## src/rtl/finish_controller.sv

```systemverilog
// rtl/finish_controller.sv - end-of-simulation arbiter with drain delay and heartbeat watchdog
module finish_controller #(
    parameter int NUM_REQ        = 4,
    parameter int DRAIN_CYCLES   = 4,
    parameter int TIMEOUT_CYCLES = 1000,
    localparam int WIN_W = (NUM_REQ > 1) ? $clog2(NUM_REQ) : 1
) (
    input  logic               clk,
    input  logic               reset,
    input  logic [NUM_REQ-1:0] end_req,
    input  logic [NUM_REQ-1:0] end_fail,
    input  logic               heartbeat,
    output logic [NUM_REQ-1:0] end_ack,
    output logic [WIN_W-1:0]   winner,
    output logic [1:0]         exit_code,
    output logic               finish,
    output logic               done
);

    localparam int WD_W = (TIMEOUT_CYCLES > 0) ? $clog2(TIMEOUT_CYCLES + 1) : 1;
    localparam logic [WD_W-1:0] WD_MAX  = WD_W'(TIMEOUT_CYCLES);
    localparam logic [WD_W-1:0] WD_LAST = WD_W'(TIMEOUT_CYCLES - 1);
    localparam logic [7:0]      DRAIN_LAST = 8'(DRAIN_CYCLES - 1);

    localparam logic [1:0] CODE_PASS    = 2'b00;
    localparam logic [1:0] CODE_FAIL    = 2'b01;
    localparam logic [1:0] CODE_TIMEOUT = 2'b10;

    typedef enum logic [1:0] {RUN, DRAIN, FINISH, DONE} state_t;

    state_t             state_q, state_d;
    logic [WD_W-1:0]    wd_q, wd_d;
    logic [7:0]         drain_q, drain_d;
    logic [NUM_REQ-1:0] ack_d;
    logic [WIN_W-1:0]   winner_d;
    logic [1:0]         code_d;
    logic               finish_d;
    logic               done_d;

    logic [NUM_REQ-1:0] grant_onehot;
    logic [WIN_W-1:0]   grant_idx;
    logic               any_fail;
    logic               timeout_hit;
    logic               enter_end;

    // Lowest-index requester wins; scanning downward leaves the lowest set bit last.
    always_comb begin
        grant_onehot = '0;
        grant_idx    = '0;
        for (int i = NUM_REQ - 1; i >= 0; i--) begin
            if (end_req[i]) begin
                grant_onehot = NUM_REQ'(1) << i;
                grant_idx    = WIN_W'(i);
            end
        end
    end

    assign any_fail    = |(end_req & end_fail);
    assign timeout_hit = (TIMEOUT_CYCLES != 0) && !heartbeat && (wd_q >= WD_LAST);

    always_comb begin
        state_d   = state_q;
        wd_d      = wd_q;
        drain_d   = drain_q;
        ack_d     = '0;
        winner_d  = winner;
        code_d    = exit_code;
        finish_d  = 1'b0;
        done_d    = done;
        enter_end = 1'b0;

        case (state_q)
            RUN: begin
                if (|end_req) begin
                    ack_d     = grant_onehot;
                    winner_d  = grant_idx;
                    code_d    = any_fail ? CODE_FAIL : CODE_PASS;
                    enter_end = 1'b1;
                end else if (timeout_hit) begin
                    winner_d  = '0;
                    code_d    = CODE_TIMEOUT;
                    enter_end = 1'b1;
                end else if (heartbeat) begin
                    wd_d = '0;
                end else if (wd_q != WD_MAX) begin
                    wd_d = wd_q + 1'b1;
                end

                if (enter_end) begin
                    drain_d = '0;
                    if (DRAIN_CYCLES == 0) begin
                        state_d  = FINISH;
                        finish_d = 1'b1;
                    end else begin
                        state_d = DRAIN;
                    end
                end
            end
            DRAIN: begin
                // A late failure can only turn a pass into a fail; timeouts stay timeouts.
                if (exit_code == CODE_PASS && any_fail) begin
                    code_d = CODE_FAIL;
                end
                if (drain_q == DRAIN_LAST) begin
                    state_d  = FINISH;
                    finish_d = 1'b1;
                end else begin
                    drain_d = drain_q + 1'b1;
                end
            end
            FINISH: begin
                state_d = DONE;
                done_d  = 1'b1;
            end
            DONE: begin
                state_d = DONE;
            end
            default: begin
                state_d = RUN;
            end
        endcase
    end

    always_ff @(posedge clk) begin
        if (reset) begin
            state_q   <= RUN;
            wd_q      <= '0;
            drain_q   <= '0;
            end_ack   <= '0;
            winner    <= '0;
            exit_code <= CODE_PASS;
            finish    <= 1'b0;
            done      <= 1'b0;
        end else begin
            state_q   <= state_d;
            wd_q      <= wd_d;
            drain_q   <= drain_d;
            end_ack   <= ack_d;
            winner    <= winner_d;
            exit_code <= code_d;
            finish    <= finish_d;
            done      <= done_d;
        end
    end

endmodule

```

## config.mk

```make
export PLATFORM = sky130hd
export DESIGN_NAME = finish_controller
export DESIGN_NICKNAME = d
export VERILOG_FILES = /design/src/rtl/finish_controller.sv
export SDC_FILE = /design/constraint.sdc
export NUM_CORES = 1
export LEC_CHECK = 0
export CORE_AREA = 2 2 64 66
export CTS_CLUSTER_SIZE = 14
export DETAILED_ROUTE_END_ITERATION = 16
export DIE_AREA = 0 0 66 68
export GPL_TIMING_DRIVEN = 1
export HOLD_SLACK_MARGIN = 0.02
export SKIP_LAST_GASP = 1
export SLEW_MARGIN = 25
export SYNTH_ARGS = -nofsm -noshare
export SYNTH_HDL_FRONTEND = slang
export SYNTH_SLANG_ARGS = --single-unit
```

## constraint.sdc

```tcl
create_clock -name clk -period 1.92 [get_ports clk]
set_input_delay 0.288 -clock clk [delete_from_list [all_inputs] [get_ports clk]]
set_output_delay 0.288 -clock clk [all_outputs]
set_load 0.005 [all_outputs]
```

After elaboration in Yosys (flattened, before gate mapping)
Cells that the tools add are included.
- $lt $le $gt $ge: 1
- eq/ne operators: 10
- $add $sub $neg: 2
- bitwise logic cells: 5
- reduce and logical (&&, ||, !) cells: 21
- mux-type cells: 27
- operators by type and width (cell ; count):
    $mux 2 ; 12
    $mux 10 ; 2
    $mux 8 ; 2
    $pmux 8 s2 ; 1
    $reduce_or 4->1 ; 3
    $add 10x1->10 const B ; 1
    $ge 10x10->1 const B ; 1
    $ne 10x10->1 const B ; 1
    $add 8x1->8 const B ; 1
    $eq 8x2->1 const B ; 1
    $ne 2x2->1 const B ; 4
    $mux 1 ; 6
    $pmux 2 s3 ; 1
    $reduce_and 3->1 ; 2
    $reduce_bool 2->1 ; 3
    $reduce_or 6->1 ; 1
    $reduce_or 5->1 ; 1
    $and 4x4->4 ; 1
    $eq 2x2->1 const B ; 2
    $logic_not 2->1 ; 2
    $mux 4 ; 1
    $not 1->1 ; 4
    $pmux 2 s2 ; 1
    $reduce_and 2->1 ; 2
    other kinds (8) ; 10
- register bits: 30
- input port bits: 11
- output and inout port bits: 10
- logic and storage cells: 77

Longest topological paths before layout
- depth after elaboration: 7
- gate-level depth with buffers: 5

Worst setup path after synthesis
Ideal clock, no wire load.
- path type: reg-to-reg
- start: reg wd_q[0]
- end: reg wd_q[2]
- setup slack: 0.023 ns
- data arrival time: 1.780 ns
- stages on the path, launching flop included: 6
- required time: 1.803 ns
- setup time: 0.117 ns
- path through: dfxtp_1 -> ha_1 -> a211o_1 -> a311oi_4 -> o21ai_1 -> a32o_1
- longest elaborated chain between the ends: 4
- elaborated cells on any way between the ends: 9
- those cells by class: 1 x add/sub; 1 x order compare; 1 x eq/ne; 2 x mux; 1 x bitwise; 3 x reduce/logical
- RTL lines (item ; line ; RTL):
    start: declaration ; 32 ; logic [WD_W-1:0] wd_q, wd_d;
    start signal: assignment ; 136 ; wd_q <= wd_d;
    $ge 10x10->1 ; 59 ; assign timeout_hit = (TIMEOUT_CYCLES != 0) && !heartbeat && (wd_q >= WD_LAST);
    $logic_and 1x1->1 ; 59 ;
    $not 1->1 (no source line) ; n/a ;
    $reduce_and 4->1 (no source line) ; n/a ;
Parallel ways exist; a longest one is shown, timed or not. The select of a mux whose other input is x is not followed.
A chain may end at the register's enable or synchronous reset.

Worst setup path in the final report
- start: in end_req[3]
- end: reg wd_q[3]
- longest elaborated chain between the ends: 3
- RTL lines (item ; line ; RTL):
    start: declaration ; 10 ; input logic [NUM_REQ-1:0] end_req,
    $reduce_or 4->1 ; 74 ; if (|end_req) begin
    $not 1->1 (no source line) ; n/a ;
    $reduce_and 4->1 (no source line) ; n/a ;
No other way between the ends.

==> flow_summary.toml <==
[status]
outcome = "finished, final reports clean"

[critical_path]
worstPathRequired_ns = 2.09
path_max_fanout = 5
path_class = "primary input to flip-flop"
path_cells = "clkdlybuf4s50_1 > or4_4 > a311o_2 > o211ai_1 > o41ai_2"
crit_buf_inv = 1
cp_slowest_cell = "or4_4"
startpoint_type = "primary input"
crit_family = "compound AO/OA/AOI/OAI gates"
slowest_delay_ns = 0.55
cp-end-kind = "flip-flop"
cp_data_arrival_time_ns = 2.05

[final_layout]
layout_commonest_cell = "dfxtp_1"
fin_cells = 257
final_nets = 220
drive_above_1_share_pct = 22.71
final_cell_mix = "30 x dfxtp_1, 21 x buf_4, 17 x clkdlybuf4s50_1"
diodes = 0
final_area_um2 = 2008
areaGrowthSynthToFinish_pct = 36.36

[global_routing]
use_met2_pct = 29.55
antenna_found_initial = 0
grt.overflow.total = 0
met3_usage_pct = 4.605
busiest_layer = "met2"
gr-usage-all-layers_pct = 17.29
grt_pass1_vias = 1309
grt_first_pass_wirelength_um = 5892
grt_max_degree = 24
gr-usage-met1_pct = 20.86

[pwr]
p_per_area_nw_per_um2 = 659.0
peakVddDrop_mv = 0.3633
p_leak_uw = 0.0007348

[min_path]
min_path_type = "primary input to flip-flop"

[place]
io_buffers = 20
pre_cts_slack_ns = -0.3745
dp_hpwl_um = 2528
placed_area_um2 = 1872
globalplace.congestion = 0.8908
placedCellCount = 248

[logic_synthesis]
ys_warn_count = 0
yosysUniqueCellTypes = 48
syn-cell-area_um2 = 1473
netlist_instances = 163
syn-num-nets = 177
ys_seq_area_share_pct = 40.78
async_flop_share_pct = 0
ys.flop_type = "dfxtp_1"
syn_avg_cell_area_um2 = 9.035
ys_ff_latch = 30
synth_edf_count = 0

[clock_network]
cts_tree = "yes"
cts_sinks = 30
postCtsHoldBufs = 0
htree_levels = 2
cts_made_buffers = 5
cts_buffer_depth = 2
cts-root-buf = "clkbuf_8"
post_cts_buffers = 0
cts.clk_slew.worst_paths_ns = 0.07
clock_latency_ns = 0.28

[routing]
ant_nets = 0
drtPass1Iterations = 4
finalWirelength_um = 3538
drc = 0
viasPerCell = 5.490
via_count = 1411
wl_per_cell_um = 13.77
dr.first_iter.drc_count = 70

[sta]
setup_slack_ns = 0.03803
worst_slew_margin_rel_pct = 72.08
setup_viol = 0
min_period_ns = 1.882
slew_violations = 0
timing.fmax_mhz = 531.4
post-route-period-util_pct = 98.02
holdWs_ns = 0.3349
fin_setup_tns_ns = 0
hold_viol = 0
grt_setup_unrepaired = "no"
worst_slew_pin_slew_ns = 0.4130
skew_ns = 0.01210

[die]
die_h_um = 68
dieArea_um2 = 4488
initial_utilization_pct = 38.19
ios = 21
coreArea_um2 = 3856
fp.dieW_um = 66
rows = 23

[run]
drv_cap = 0
-- cells by family after synthesis --
kind of cell	count (synthesis)	share of synthesized area, %
AOI/OAI and AO/OA	56	28.46
buffers and inverters	13	3.483
and+or+nand+nor	60	24.13
DFF	30	40.78
adders and majority gates	3	2.549
xor gates and xnor gates	1	0.5948
-- sequential cells by signal, indices dropped and copies added (netlist names) --
register	cells
winner	2
done	1
finish	1
state_q	2
wd_q	10
exit_code	2
drain_q	8
end_ack	4
-- stage by stage --
step / power, uW / utilization, %
floorplan: 725.5 / -
global placement: 807.8 / 48.54
detailed placement: 809.1 / 48.54
CTS: 1339 / 51.10
global route: 1387 / 52.08
finish: 1323 / 52.08
-- synthesized netlist by cell type (all sizes together) (2+ instances only) --
cell | n | area (um^2)
o21ai | 14 | 70.06
buf | 2 | 10.01
ha | 3 | 37.54
a31oi | 4 | 40.04
nor3 | 7 | 35.03
or4 | 4 | 37.54
nand2 | 8 | 30.03
nand3b | 2 | 15.01
o211ai | 4 | 30.03
and3 | 4 | 26.28
nor2 | 8 | 32.54
a32o | 5 | 50.05
a21oi | 13 | 65.06
or2 | 2 | 12.51
nand4 | 2 | 12.51
nor4b | 3 | 26.28
or3 | 2 | 12.51
inv | 6 | 22.52
nand3 | 8 | 40.04
clkbuf | 5 | 18.77
nor3b | 3 | 22.52
nand2b | 2 | 15.02
a211o | 2 | 17.52
dfxtp | 30 | 600.6
a311oi | 4 | 52.56
-- worst min-delay path, delay by kind of cell --
| family | cells | cell delay (ns) |
|---|---|---|
| buffers and inverters | 2 | 0.23 |
| and+or+nand+nor | 1 | 0.05 |
-- final timing paths --
kind                            startpoint  cells past startpoint         end  slack [ns]
worst min-delay path            end_req[0]                      3  end_ack[1]        0.33
worst max register to register     wd_q[0]                      6     wd_q[3]        0.08
worst max-delay path            end_req[3]                      5     wd_q[3]        0.04
worst min register to register        done                      2        done        0.46
-- area by class of cell --
class	instances	area (um^2)
clock inverter	2	12.51
tap	50	62.56
fill	357	1848
clock buffer	6	82.58
timing repair buffer	43	387.9
inverter	6	22.52
multi-input combinational	120	839.6
sequential	30	600.6
-- power breakdown --
group	total [uW]	switching, uW	internal (uW)
Clock	527	239	287
Combinational	154	76.1	78.4
Sequential	642	6.12	636
-- per-layer routing --
layer | vias up | wire length [um]
li1 | 719 | -
met1 | 657 | 1682
met2 | 28 | 1685
met3 | 7 | 118
met4 | 0 | 52
met5 | - | 0
-- repair_timing --
action | in CTS | in global routing
gates cloned | 0 | 1
gates resized for setup | 2 | 9
setup endpoints to repair | 12 | 12
hold endpoints to repair | 0 | 0
pin swaps | 1 | 7
Power figures use the tool's default switching activity.
